<file path="config.mk">
export PLATFORM = sky130hd
export DESIGN_NAME = mem_ctrl
export DESIGN_NICKNAME = d
export VERILOG_FILES = /design/src/rtl/mem_ctrl.sv
export SDC_FILE = /design/constraint.sdc
export NUM_CORES = 1
export LEC_CHECK = 0
export BUFFER_PORTS_ARGS = -buffer_cell sky130_fd_sc_hd__buf_2
export CAP_MARGIN = 25
export CORE_ASPECT_RATIO = 0.5
export CORE_MARGIN = 8
export CORE_UTILIZATION = 48
export CTS_BUF_LIST = sky130_fd_sc_hd__clkbuf_16
export CTS_CLUSTER_DIAMETER = 120
export CTS_CLUSTER_SIZE = 30
export DETAILED_ROUTE_END_ITERATION = 16
export GPL_TIMING_DRIVEN = 0
export PLACE_DENSITY = 0.78
export SYNTH_ARGS = -nofsm -noshare
export SYNTH_HDL_FRONTEND = slang
export SYNTH_SLANG_ARGS = --single-unit
</file>
<file path="constraint.sdc">
create_clock -name clk -period 12.23 [get_ports clk]
set_clock_uncertainty 0.2 [all_clocks]
set_input_delay 1.223 -clock clk [delete_from_list [all_inputs] [get_ports clk]]
set_output_delay 1.223 -clock clk [all_outputs]
set_load 0.01 [all_outputs]
</file>
<file path="src/rtl/mem_ctrl.sv">
// rtl/mem_ctrl.sv - byte-serial memory controller arbitrating fetch and data accesses onto an 8-bit RAM
module mem_ctrl (
    input  logic        clk,
    input  logic        rst,
    input  logic        if_req_i,
    input  logic [31:0] if_addr_i,
    output logic [31:0] if_data_o,
    output logic        if_done_o,
    input  logic        mem_req_i,
    input  logic        mem_we_i,
    input  logic [1:0]  mem_len_i,
    input  logic [31:0] mem_addr_i,
    input  logic [31:0] mem_wdata_i,
    output logic [31:0] mem_rdata_o,
    output logic        mem_done_o,
    output logic        mem_stall_o,
    output logic [31:0] ram_addr_o,
    output logic        ram_wr_o,
    output logic [7:0]  ram_dout_o,
    input  logic [7:0]  ram_din_i
);

    localparam logic [1:0] S_IDLE    = 2'd0;
    localparam logic [1:0] S_IF_ACC  = 2'd1;
    localparam logic [1:0] S_MEM_ACC = 2'd2;

    logic [1:0]  r_state;
    logic [2:0]  r_cnt;
    logic [31:0] r_buf;
    logic [31:0] r_if_data;
    logic [31:0] r_mem_rdata;
    logic        r_if_done;
    logic        r_mem_done;

    logic        w_is_mem;
    logic        w_store;
    logic [2:0]  w_mem_n;
    logic [2:0]  w_n;
    logic [31:0] w_base;
    logic        w_active;
    logic        w_last;
    logic [1:0]  w_lane;
    logic [31:0] w_assembled;
    logic [7:0]  w_wbyte;

    // r_cnt is the byte index k while addresses are driven; loads spend one extra
    // cycle (r_cnt == N) collecting the final RAM byte.
    always_comb begin
        w_is_mem = (r_state == S_MEM_ACC);
        w_store  = w_is_mem & mem_we_i;
        case (mem_len_i)
            2'd0:    w_mem_n = 3'd1;
            2'd1:    w_mem_n = 3'd2;
            default: w_mem_n = 3'd4;
        endcase
        w_n      = w_is_mem ? w_mem_n : 3'd4;
        w_base   = w_is_mem ? mem_addr_i : if_addr_i;
        w_active = (r_state != S_IDLE) && (r_cnt < w_n);
        w_last   = (r_state != S_IDLE) && (r_cnt == (w_store ? (w_n - 3'd1) : w_n));
        w_lane   = r_cnt[1:0] - 2'd1;
        w_assembled = r_buf;
        w_assembled[{w_lane, 3'b000} +: 8] = ram_din_i;
        w_wbyte  = mem_wdata_i[{r_cnt[1:0], 3'b000} +: 8];
    end

    always_ff @(posedge clk) begin
        if (rst) begin
            r_state     <= S_IDLE;
            r_cnt       <= 3'd0;
            r_buf       <= 32'd0;
            r_if_data   <= 32'd0;
            r_mem_rdata <= 32'd0;
            r_if_done   <= 1'b0;
            r_mem_done  <= 1'b0;
        end else begin
            r_if_done  <= 1'b0;
            r_mem_done <= 1'b0;
            case (r_state)
                S_IDLE: begin
                    r_cnt <= 3'd0;
                    r_buf <= 32'd0;
                    // A request whose done pulse is showing is the one just finished.
                    if (mem_req_i && !r_mem_done)
                        r_state <= S_MEM_ACC;
                    else if (if_req_i && !r_if_done)
                        r_state <= S_IF_ACC;
                end
                S_IF_ACC, S_MEM_ACC: begin
                    if (!w_store && (r_cnt != 3'd0))
                        r_buf <= w_assembled;
                    if (w_last) begin
                        r_state <= S_IDLE;
                        r_cnt   <= 3'd0;
                        if (w_is_mem) begin
                            r_mem_done <= 1'b1;
                            if (!w_store)
                                r_mem_rdata <= w_assembled;
                        end else begin
                            r_if_done <= 1'b1;
                            r_if_data <= w_assembled;
                        end
                    end else begin
                        r_cnt <= r_cnt + 3'd1;
                    end
                end
                default: r_state <= S_IDLE;
            endcase
        end
    end

    assign if_data_o   = r_if_data;
    assign if_done_o   = r_if_done;
    assign mem_rdata_o = r_mem_rdata;
    assign mem_done_o  = r_mem_done;
    assign mem_stall_o = mem_req_i & ~r_mem_done;
    assign ram_addr_o  = w_active ? (w_base + {29'd0, r_cnt}) : 32'd0;
    assign ram_wr_o    = w_active & w_store;
    assign ram_dout_o  = (w_active & w_store) ? w_wbyte : 8'd0;

endmodule

</file>
==> results.sh <==
export IMPL_syn_avg_cell_area_um2=8.59
export IMPL_grt_setup_unrepaired="no"
export IMPL_wl_per_cell_um=17.3
export IMPL_drive_above_1_share=0.285
export IMPL_power_density_nw_per_um2=125
export IMPL_cts_buffers=9
export IMPL_route_detailed_drc=0
export IMPL_synth_top_family_by_area="simple AND/OR/NAND/NOR gates"
export IMPL_worstPathRequired_ps=10810
export IMPL_clkLatencyLatePin_ps=350
export IMPL_antenna_found_initial=0
export IMPL_cts_tree="yes"
export IMPL_cts_resized=0
export IMPL_diodes=0
export IMPL_cp_start_kind="flip-flop"
export IMPL_port_buffers=216
export IMPL_core_area_um2=12600
export IMPL_netlist_instances=711
export IMPL_ff2ff_path_depth=12
export IMPL_synth_seq_area_share=0.338
export IMPL_die_w_um=176
export IMPL_period_minus_slack_ps=6120
export IMPL_r2r_end="mem_rdata_o[13]"
export IMPL_critPathKind="reg2out"
export IMPL_yosysUniqueCellTypes=57
export IMPL_p_leak_nw=3.21
export IMPL_dp_cells=1097
export IMPL_synth_mux_area_frac=0.180
export IMPL_max_freq_ghz=0.163
export IMPL_clockBufferDepth=2
export IMPL_postRouteAntennaNets=0
export IMPL_synth_edf_count=0
export IMPL_finalHoldViolCount=0
export IMPL_r2r_start="r_state[1]"
export IMPL_viasPerCell=5.38
export IMPL_final_max_slew_viol_count=0
export IMPL_grt_max_degree=17
export IMPL_pre_cts_ws_ps=6490
export IMPL_hold_path_class="reg2reg"
export IMPL_synth_compound_area_share=0.122
export IMPL_globalplace_congestion=0.918
export IMPL_slew_headroom=0.381
export IMPL_yosys_warnings=0
export IMPL_status="finished clean"
export IMPL_cp_arrival_ps=4700
export IMPL_critPathCapture="ram_addr_o[26]"
export IMPL_clk_pin_slew_ps=70
export IMPL_numClockSinks=103
export IMPL_fp_row_count=29
export IMPL_synth_adder_area_share=0.0340
export IMPL_grt_pass1_vias=6028
export IMPL_drtIter0Drc=453
export IMPL_p_sw_frac=0.371
export IMPL_worstPathMaxFanout=10
export IMPL_r2r_setup_slack_ps=8760
export IMPL_hold_buffers=0
export IMPL_routed_wl_um=19300
export IMPL_startpoint="r_state[1]"
export IMPL_clockRootBuffer="clkbuf_16"
export IMPL_ys_seq_elements=103
export IMPL_pwr_share_comb=0.367
export IMPL_htreeDepth=3
export IMPL_seqPwrFrac=0.361
export IMPL_netlist_area_um2=6110
export IMPL_cap_violations=0
export IMPL_ios=219
export IMPL_stdcell_count=1113
export IMPL_dpl_hpwl_um=15300
export IMPL_tightest_slew_ps=929
export IMPL_drtPass1Iterations=5
export IMPL_power_frac_clock=0.272
export IMPL_internal_power_mw=0.603
export IMPL_synth_xor_area_share=0.0459
export IMPL_fin_crit_sh=0.501
export IMPL_die_area_um2=16800
export IMPL_end_kind="output port"
export IMPL_setup_viol=0
export IMPL_synth_flop_cell="dfxtp_1"
export IMPL_async_flop_share=0
export IMPL_synth_nets=838
export IMPL_via_count=5992
export IMPL_power_switching_mw=0.355
export IMPL_grt_use_total=0.223
export IMPL_final_setup_tns_ps=0
export IMPL_ir_worst_vdd_mv=0.0873
export IMPL_die_h_um=95.8
export IMPL_post_cts_buffers=0
export IMPL_fin_ws_ps=6110
export IMPL_nNetsFinal=1065
export IMPL_grt_overflow=0
export IMPL_grt_pass1_wl_um=30500
export IMPL_syn2layout_area_growth_pct=25.6
export IMPL_synthSimpleGateAreaFrac=0.218
export IMPL_initial_core_util=0.486
[routing by layer]
layer,GRT usage,wire length (µm)
met1,0.275,8400
met2,0.388,9110
met3,0.0501,1350
met4,0.0687,431
met5,0,0
[layout by cell type, fill, tap and decap left out, drive strengths merged, types with 3 or more instances in the layout]
cell,n
buf,229
nor2,133
dfxtp,103
mux2i,85
inv,42
clkbuf,40
nand3,37
o21ai,35
a22oi,34
nand2,25
nor2b,23
xor2,19
ha,15
nor3,14
xnor2,13
a21oi,11
nand3b,11
mux4,8
nand2b,6
mux2,6
nor4,5
o21a,4
clkinvlp,4
a211oi,4
and2,3
and3,3
a221oi,3
[cells in the mapped netlist, drive strengths merged, types with 2 or more instances]
cell,n,share of area
nor2,133,0.082
dfxtp,103,0.34
mux2i,85,0.14
inv,40,0.025
nand3,37,0.031
o21ai,35,0.029
a22oi,34,0.042
clkbuf,31,0.019
nand2,25,0.016
nor2b,23,0.024
xor2,19,0.027
ha,15,0.031
nor3,14,0.011
buf,13,0.018
xnor2,13,0.019
a21oi,11,0.0090
nand3b,11,0.020
mux4,8,0.030
mux2,6,0.011
nand2b,6,0.0061
nor4,5,0.0076
a211oi,4,0.0078
o21a,4,0.0049
a221oi,3,0.0072
and2,3,0.0031
and3,3,0.0031
a211o,2,0.0029
a21o,2,0.0025
a32o,2,0.0033
a32oi,2,0.0029
nand4,2,0.0031
nor3b,2,0.0025
o211ai,2,0.0025
or3,2,0.0020
[final cells by class]
| class | count | area (µm²) |
|---|---|---|
| plain buffers | 44 | 229 |
| clock buffers | 9 | 225 |
| clock inverters | 7 | 42.5 |
| fillers | 1126 | 4890 |
| inverters | 40 | 150 |
| multi-input cells | 524 | 3670 |
| flip-flops and latches | 103 | 2060 |
| well taps | 170 | 213 |
| repair buffers | 216 | 1080 |
[power groups by stage]
stage | clock network, mW | registers [mW] | logic (mW)
final | 0.260 | 0.346 | 0.352
after global routing | 0.279 | 0.346 | 0.385
after CTS | 0.264 | 0.345 | 0.351
after detailed placement | 0 | 0.353 | 0.349
after global placement | 0 | 0.353 | 0.344
after floorplan | 0 | 0.351 | 0.232
[worst min path at each step]
stage / start / to / slack [ps] / cells after the start
2_1_floorplan: r_buf[0] / r_buf[0] / 270 / 2
3_3_place_gp: mem_rdata_o[6] / mem_rdata_o[6] / 270 / 2
3_5_place_dp: mem_rdata_o[14] / mem_rdata_o[14] / 280 / 2
4_1_cts: if_data_o[0] / if_data_o[0] / 290 / 2
5_1_grt: mem_rdata_o[7] / mem_rdata_o[7] / 310 / 2
6_report: mem_rdata_o[16] / mem_rdata_o[16] / 290 / 2
[registers in the layout (all words and copies together) (netlist names)]
name,count
if_data_o,32
if_done_o,1
mem_done_o,1
mem_rdata_o,32
r_buf,32
r_cnt,3
r_state,2
[cell families (layout without fill, tap and decap cells)]
group	after synthesis	count (layout)
mux	99	99
simple gates	271	271
compound gates	106	106
xor+xnor	32	32
buf+inv	84	316
fa+ha+maj	16	16
flops	103	103
[through the flow]
step                hold WS, ps  utilization  total power [mW]  instance area (µm²)
floorplan                   265            -             0.582                 6110
global placement            269        0.589             0.697                 7400
detailed placement          278        0.589             0.702                 7400
CTS                         294        0.611             0.960                 7670
global route                313        0.611              1.01                 7670
finish                      292        0.611             0.958                 7670
[worst max-delay path, stage by stage (launching register included)]
cell and delay [ps]:
dfxtp_1 410, ha_1 240, buf_4 210, buf_6 180
buf_6 170, buf_2 280, clkbuf_1 500, mux2_2 420
ha_1 330, a21oi_1 150, a221oi_4 350, nand2_2 230
a2111oi_2 400, xor2_1 240, nor2_1 70, buf_2 160
Note: power is estimated with default switching activity, not from simulation.
